==> src/rtl/wb_stage.sv <==
// wb_stage: MIPS writeback stage; drives the register-file write port (Wen/Wadr/Wdata)
// with non-load results after one cycle and aligned load data after the memory returns it.
module wb_stage #(
  parameter int TIMEOUT = 16,
  parameter int CNT_W = 16
) (
  input  logic             CLK,
  input  logic             RST,
  input  logic             in_valid,
  output logic             in_ready,
  input  logic [31:0]      Ins,
  input  logic [31:0]      Result,
  input  logic [31:0]      PC4,
  input  logic             mem_rvalid,
  input  logic [31:0]      mem_rdata,
  output logic             Wen,
  output logic [4:0]       Wadr,
  output logic [31:0]      Wdata,
  output logic             err,
  output logic [CNT_W-1:0] retired
);
  typedef enum logic {IDLE, LOAD_WAIT} state_t;
  localparam int CW = $clog2(TIMEOUT + 1);
  state_t           r_state, w_next;
  logic             r_wen, r_err;
  logic [4:0]       r_wadr, r_rt;
  logic [31:0]      r_wdata;
  logic [CNT_W-1:0] r_retired;
  logic [CW-1:0]    r_cnt;
  logic [2:0]       r_op;
  logic [1:0]       r_off;
  logic [5:0]       w_op, w_funct;
  logic [4:0]       w_dst;
  logic [31:0]      w_data, w_ldata;
  logic [7:0]       w_byte;
  logic [15:0]      w_half;
  logic             w_accept, w_is_load, w_wr, w_mis, w_timeout, w_unused;
  assign w_op      = Ins[31:26];
  assign w_funct   = Ins[5:0];
  assign w_unused  = ^{Ins[25:21], Ins[10:6]};
  assign w_accept  = in_valid && in_ready;
  assign w_is_load = w_op inside {6'h20, 6'h21, 6'h23, 6'h24, 6'h25};
  assign w_wr      = w_op == 6'h03 || (w_op == 6'h00 && w_funct != 6'h08) || w_op[5:3] == 3'b001 || w_is_load;
  assign w_dst     = w_op == 6'h03 ? 5'd31 : w_op == 6'h00 ? Ins[15:11] : Ins[20:16];
  assign w_data    = (w_op == 6'h03 || (w_op == 6'h00 && w_funct == 6'h09)) ? PC4 : Result;
  assign w_mis     = ((w_op == 6'h21 || w_op == 6'h25) && Result[0]) || (w_op == 6'h23 && |Result[1:0]);
  assign w_timeout = r_cnt == CW'(TIMEOUT - 1);
  // r_op keeps only op[2:0]: bit 2 selects zero-extension, 2'b11 in [1:0] is LW, bit 0 is halfword
  assign w_byte    = mem_rdata[{r_off, 3'b000} +: 8];
  assign w_half    = r_off[1] ? mem_rdata[31:16] : mem_rdata[15:0];
  assign w_ldata   = r_op[1:0] == 2'b11 ? mem_rdata :
                     r_op[0] ? {{16{w_half[15] & ~r_op[2]}}, w_half} :
                               {{24{w_byte[7] & ~r_op[2]}}, w_byte};
  always_ff @(posedge CLK)
    r_state <= RST ? IDLE : w_next;
  always_comb begin
    w_next = r_state;
    if (r_state == IDLE)
      w_next = (w_accept && w_is_load && !w_mis) ? LOAD_WAIT : IDLE;
    else
      w_next = (mem_rvalid || w_timeout) ? IDLE : LOAD_WAIT;
  end
  always_comb in_ready = r_state == IDLE && !RST;
  always_ff @(posedge CLK) begin
    if (RST) begin
      r_wen     <= 1'b0;
      r_wadr    <= '0;
      r_wdata   <= '0;
      r_err     <= 1'b0;
      r_retired <= '0;
      r_cnt     <= '0;
      r_rt      <= '0;
      r_op      <= '0;
      r_off     <= '0;
    end else begin
      r_wen <= 1'b0;
      if (w_accept && w_is_load && !w_mis) begin
        r_rt  <= Ins[20:16];
        r_op  <= w_op[2:0];
        r_off <= Result[1:0];
        r_cnt <= '0;
      end else if (w_accept) begin
        r_wen     <= w_wr && !w_mis && |w_dst;
        r_wadr    <= w_dst;
        r_wdata   <= w_data;
        r_retired <= r_retired + 1'b1;
        if (w_mis) r_err <= 1'b1;
      end else if (r_state == LOAD_WAIT) begin
        if (mem_rvalid) begin
          r_wen     <= |r_rt;
          r_wadr    <= r_rt;
          r_wdata   <= w_ldata;
          r_retired <= r_retired + 1'b1;
        end else if (w_timeout) begin
          r_err     <= 1'b1;
          r_retired <= r_retired + 1'b1;
        end else
          r_cnt <= r_cnt + 1'b1;
      end
    end
  end
  assign Wen     = r_wen;
  assign Wadr    = r_wadr;
  assign Wdata   = r_wdata;
  assign err     = r_err;
  assign retired = r_retired;
endmodule
==> config.mk <==
export PLATFORM = sky130hd
export DESIGN_NAME = wb_stage
export DESIGN_NICKNAME = d
export VERILOG_FILES = /design/src/rtl/wb_stage.sv
export SDC_FILE = /design/constraint.sdc
export NUM_CORES = 1
export LEC_CHECK = 0
export BUFFER_PORTS_ARGS = -buffer_cell sky130_fd_sc_hd__buf_2
export CAP_MARGIN = 20
export CORE_ASPECT_RATIO = 1.75
export CORE_MARGIN = 2
export CORE_UTILIZATION = 48
export CTS_CLUSTER_SIZE = 8
export DETAILED_ROUTE_END_ITERATION = 10
export GPL_TIMING_DRIVEN = 0
export PLACE_DENSITY = 0.92
export SLEW_MARGIN = 20
export SYNTH_ARGS = -nofsm -noshare
export SYNTH_HDL_FRONTEND = slang
export SYNTH_SLANG_ARGS = --single-unit
==> constraint.sdc <==
create_clock -name CLK -period 3.4 [get_ports CLK]
set_input_delay 0.85 -clock CLK [delete_from_list [all_inputs] [get_ports CLK]]
set_output_delay 0.85 -clock CLK [all_outputs]
set_load 0.02 [all_outputs]
# Word level (Yosys, flattened, before mapping)
# Index checks and enable logic that the tools add are counted.
# W data, S select, Z words.
# classes
n_addsub	2
eq_ne	13
shift	1
mux	27
bitwise	8
reduce_logical	33
# ops
operator	n
$mux W32	6
$mux W16	5
$shiftx A32 B6 Y8	1
$eq A6 B6 Y1 const B	5
$mux W5	5
$add A16 B1 Y16 const B	1
$mux W1	11
$logic_and A1 B1 Y1	10
$reduce_or A5 Y1	2
$logic_or A1 B1 Y1	7
$eq A6 B2 Y1 const B	1
$eq A6 B4 Y1 const B	1
$logic_not A6 Y1	1
$ne A6 B4 Y1 const B	1
$not A1 Y1	6
$reduce_and A3 Y1	2
$reduce_bool A2 Y1	3
$add A5 B1 Y5 const B	1
$eq A5 B4 Y1 const B	1
$reduce_and A5 Y1	1
$reduce_bool A5 Y1	1
$ne A2 B1 Y1 const B	2
$reduce_and A4 Y1	1
$reduce_or A2 Y1	2
5 further kinds	7
# word_totals
reg_bits	71
input_bits	132
out_inout_bits	56
wordCells	94

# Depth between registers and ports, before layout
# depth
word_depth	8
depth_mapped	8
depth_no_buf	8

# Worst setup path after synthesis
# OpenSTA, ideal clock, no wires.
# synth_timing
path_kind	input -> register
start	in RST
end	reg r_retired[3] (netlist: retired[3])
setup_ps	121
arrival_time_ps	2539
required_time_ps	3279
slack_ps	740
path_stages	6
n_path_buf	1
path_cell_list	or3b_1 -> clkbuf_1 -> a2111oi_4 -> o21ai_2 -> nand4_1 -> mux2_2
# synth_via
elab_chain_len	7
word_cells_on_any_way	10
classes_between	mux (1); bitwise (1); reduce/logical (8)
# synth_rtl
item	line	rtl
start: declaration	8	input logic RST,
$logic_not A1 Y1	63	always_comb in_ready = r_state == IDLE && !RST;
$logic_and A1 B1 Y1	63	
$logic_and A1 B1 Y1	41	assign w_accept = in_valid && in_ready;
$logic_and A1 B1 Y1 (2 in series)	77	if (w_accept && w_is_load && !w_mis) begin
$not A1 Y1 (no source line)	n/a	
$reduce_and A3 Y1 (no source line)	n/a	
end signal: assignment	86	r_retired <= r_retired + 1'b1;
end signal: assignment	93	r_retired <= r_retired + 1'b1;
end signal: assignment	96	r_retired <= r_retired + 1'b1;
end: declaration	28	logic [CNT_W-1:0] r_retired;
# Parallel ways exist; a longest one is shown, timed or not.
# A chain may end at the register's enable or synchronous reset.

# Worst setup path in the final report
# layout_timing
start	in Ins[28]
end	reg r_wdata[19] (netlist: Wdata[19])
# layout_via
elab_chain_len	8
word_cells_on_any_way	21
classes_between	eq/ne (6); mux (2); bitwise (1); reduce/logical (12)
# layout_rtl
item	line	rtl
start: declaration	11	input logic [31:0] Ins,
$eq A6 B6 Y1	42, 46	
$logic_or A1 B1 Y1	46	assign w_mis = ((w_op == 6'h21 || w_op == 6'h25) && Result[0]) || (w_op == 6'h23 && |Result[1:0]);
$logic_and A1 B1 Y1	46	
$logic_or A1 B1 Y1	46	
$logic_not A1 Y1	77	
$logic_and A1 B1 Y1	77	
$not A1 Y1 (no source line)	n/a	
$reduce_and A3 Y1 (no source line)	n/a	
end signal: assignment	85	r_wdata <= w_data;
end signal: assignment	92	r_wdata <= w_ldata;
end: declaration	27	logic [31:0] r_wdata;
# Parallel ways exist; a longest one is shown, timed or not.

==> reports/metrics.cfg <==
[run_status]
outcome = finished clean

[critical_path]
worst-path-buf-inv = 3
cp.arrival_ns = 3.22
path_cells = buf_2, nor4_1, nand4_1, and2_1, clkbuf_1, clkbuf_1, a211oi_1, o32ai_1
worstSetupPathType = in2reg
crit_path_start_kind = primary input
slowest_delay_ns = 0.55
critical_path.top_delay_family = simple AND/OR/NAND/NOR gates
crit_required_ns = 3.58
crit_path_end_kind = register
cp_slowest_cell = nor4_1
worstPathMaxFanout = 10
cpMostUsedCell = clkbuf_1

[sta]
hold_viol = 0
slew_headroom_pct = 42.7
finalCritPeriodShare_pct = 89.3
setup_viol = 0
slew_violations = 0
tns_ns = 0
clock.fmax_mhz = 329
worst_clock_skew_ns = 0.00506
worst_slack_ns = 0.365
worstMarginPinSlew_ns = 0.852
fin_crit_ns = 3.04
grt_setup_unrepaired = false

[clocking]
clockBufferDepth = 2
clock_latency_ns = 0.33
root_buffer = clkbuf_16
cts_max_level = 3
cts_buffers = 9
clock-sinks = 71
hold_buffers = 0
cts_tree = yes
clkSlewWorstSetupHoldPaths_ns = 0.05
cts.repair.resized = 0
post_cts_buffers = 0

[global_route]
grt_max_degree = 11
grt_pass1_wl_um = 23200
antenna_found_initial = 1
grt_pass1_vias = 4730
grtUsageTotal_pct = 32.1
gr-total-overflow = 0

[logic_synthesis]
ys_ff_latch = 71
ys_async_sr_fraction_pct = 0
seq_area_frac_synth_pct = 34.5
syn_nets = 629
synth-warning-count = 0
synth-main-ff-cell = dfxtp_1
synth_area_mm2 = 0.00412
synth_edf_count = 0
avgSynthCellArea_um2 = 8.35
yosys.cell_types.count = 52
synthCells = 494

[run]
drv_cap = 0

[placed_design]
dp.cells = 785
pre_cts_ws_ns = 0.0609
hpwl_um = 11600
gp_congestion = 0.998
portBuffers = 176

[floorplanning]
num_rows = 44
core_mm2 = 0.00831
ios = 188
start_util_pct = 49.6
dieHeight_um = 127
die_w_um = 74.1
die-area_mm2 = 0.00938

[routing]
via_count = 4862
final_antenna_net_count = 0
wl_per_cell_um = 18.6
drtIter0Drc = 326
viasPerCell = 6.08
drc = 0
drtPass1Iterations = 5
routed_wl_um = 14800

[power_and_ir_drop]
p_per_area_mw_per_mm2 = 383
ir_drop_uv = 254
leakage_uw = 0.00237

[cells_and_area]
final_cell_mix = 182 x buf_2, 71 x dfxtp_1, 53 x a21oi_1
final_common_cell = buf_2
area_growth_pct = 31.3
layout-drive-gt1-share_pct = 32.2
nets = 816
final_cells = 800

[worst_hold_path]
hold_class = reg2reg

-- per-layer routing --
layer / global-route usage (%) / share of wire, %
met1: 34.3 / 35
met2: 56.1 / 53
met3: 5.80 / 6.4
met4: 19.7 / 5.6
met5: 0 / 0
-- where the power goes --
part / internal, uW / total [uW] / switching, uW
Combinational: 135 / 334 / 198
Clock: 524 / 859 / 335
Sequential: 864 / 883 / 18.9
-- state kept, by name (all words and copies together) (netlist names), 2 cells and up --
signal   count
r_off        2
retired     16
r_op         3
r_rt         5
Wadr         5
r_cnt        5
Wdata       32
-- kinds of logic after synthesis --
logic type                 after synthesis  synth area share (%)
and+or+nand+nor                        145                  17.2
xor gates and xnor gates                 5                  1.06
adders and majority gates                3                 0.910
buffers and inverters                   47                  4.64
DFF                                     71                  34.5
muxes                                   51                  12.9
AOI/OAI and AO/OA                      172                  28.8
-- worst register-to-register path: stages (launching register included) --
cell,delay [ns]
dfxtp_1,0.34
or3b_1,0.36
clkbuf_1,0.30
a2111oi_4,0.74
a21oi_2,0.08
nand2_1,0.32
buf_2,0.30
o32ai_1,0.13
-- area by class of cell --
cell class | count | area, um^2
fill | 700 | 2900
multi-input combinational | 376 | 2510
sequential | 71 | 1420
timing repair buffer | 176 | 881
clock buffer | 13 | 260
buffer | 38 | 158
tap | 115 | 144
inverter | 9 | 33.8
clock inverter | 1 | 5.00
antenna | 1 | 2.50
-- path summary, 6_finish.rpt --
path	start	end	slack (ns)	depth (start not counted)
worst max register to register	r_state	Wdata[23]	0.70	7
worst min-delay path	Wadr[4]	Wadr[4]	0.45	2
worst max-delay path	Ins[28]	Wdata[19]	0.36	8
worst min register to register	Wadr[4]	Wadr[4]	0.45	2
-- Yosys cell counts, drive strengths merged, types with 7 or more instances --
| master | instances | area share (%) |
|---|---|---|
| nand3 | 8 | 0.97 |
| mux2 | 18 | 4.9 |
| nor2 | 51 | 4.6 |
| o221ai | 13 | 2.8 |
| a21boi | 19 | 3.5 |
| nand2 | 34 | 3.1 |
| mux2i | 33 | 8.0 |
| nand4 | 7 | 1.1 |
| o21ai | 23 | 2.9 |
| a32oi | 8 | 1.7 |
| nor2b | 7 | 1.1 |
| dfxtp | 71 | 34 |
| inv | 9 | 0.82 |
| clkbuf | 27 | 2.5 |
| o32ai | 16 | 3.4 |
| buf | 11 | 1.4 |
| a211oi | 18 | 3.3 |
| a21oi | 54 | 6.6 |
-- through the flow --
| step | hold slack (ns) | util, % | instance area, um^2 | total power (uW) |
|---|---|---|---|---|
| finish | 0.452 | 65.2 | 5420 | 2080 |
| global route | 0.477 | 65.2 | 5420 | 2140 |
| floorplan | 0.471 | - | 4120 | 1070 |
| detailed placement | 0.447 | 61.9 | 5150 | 1230 |
| global placement | 0.444 | 61.9 | 5150 | 1220 |
| CTS | 0.454 | 65.1 | 5410 | 2070 |
Power figures use the tool's default switching activity.
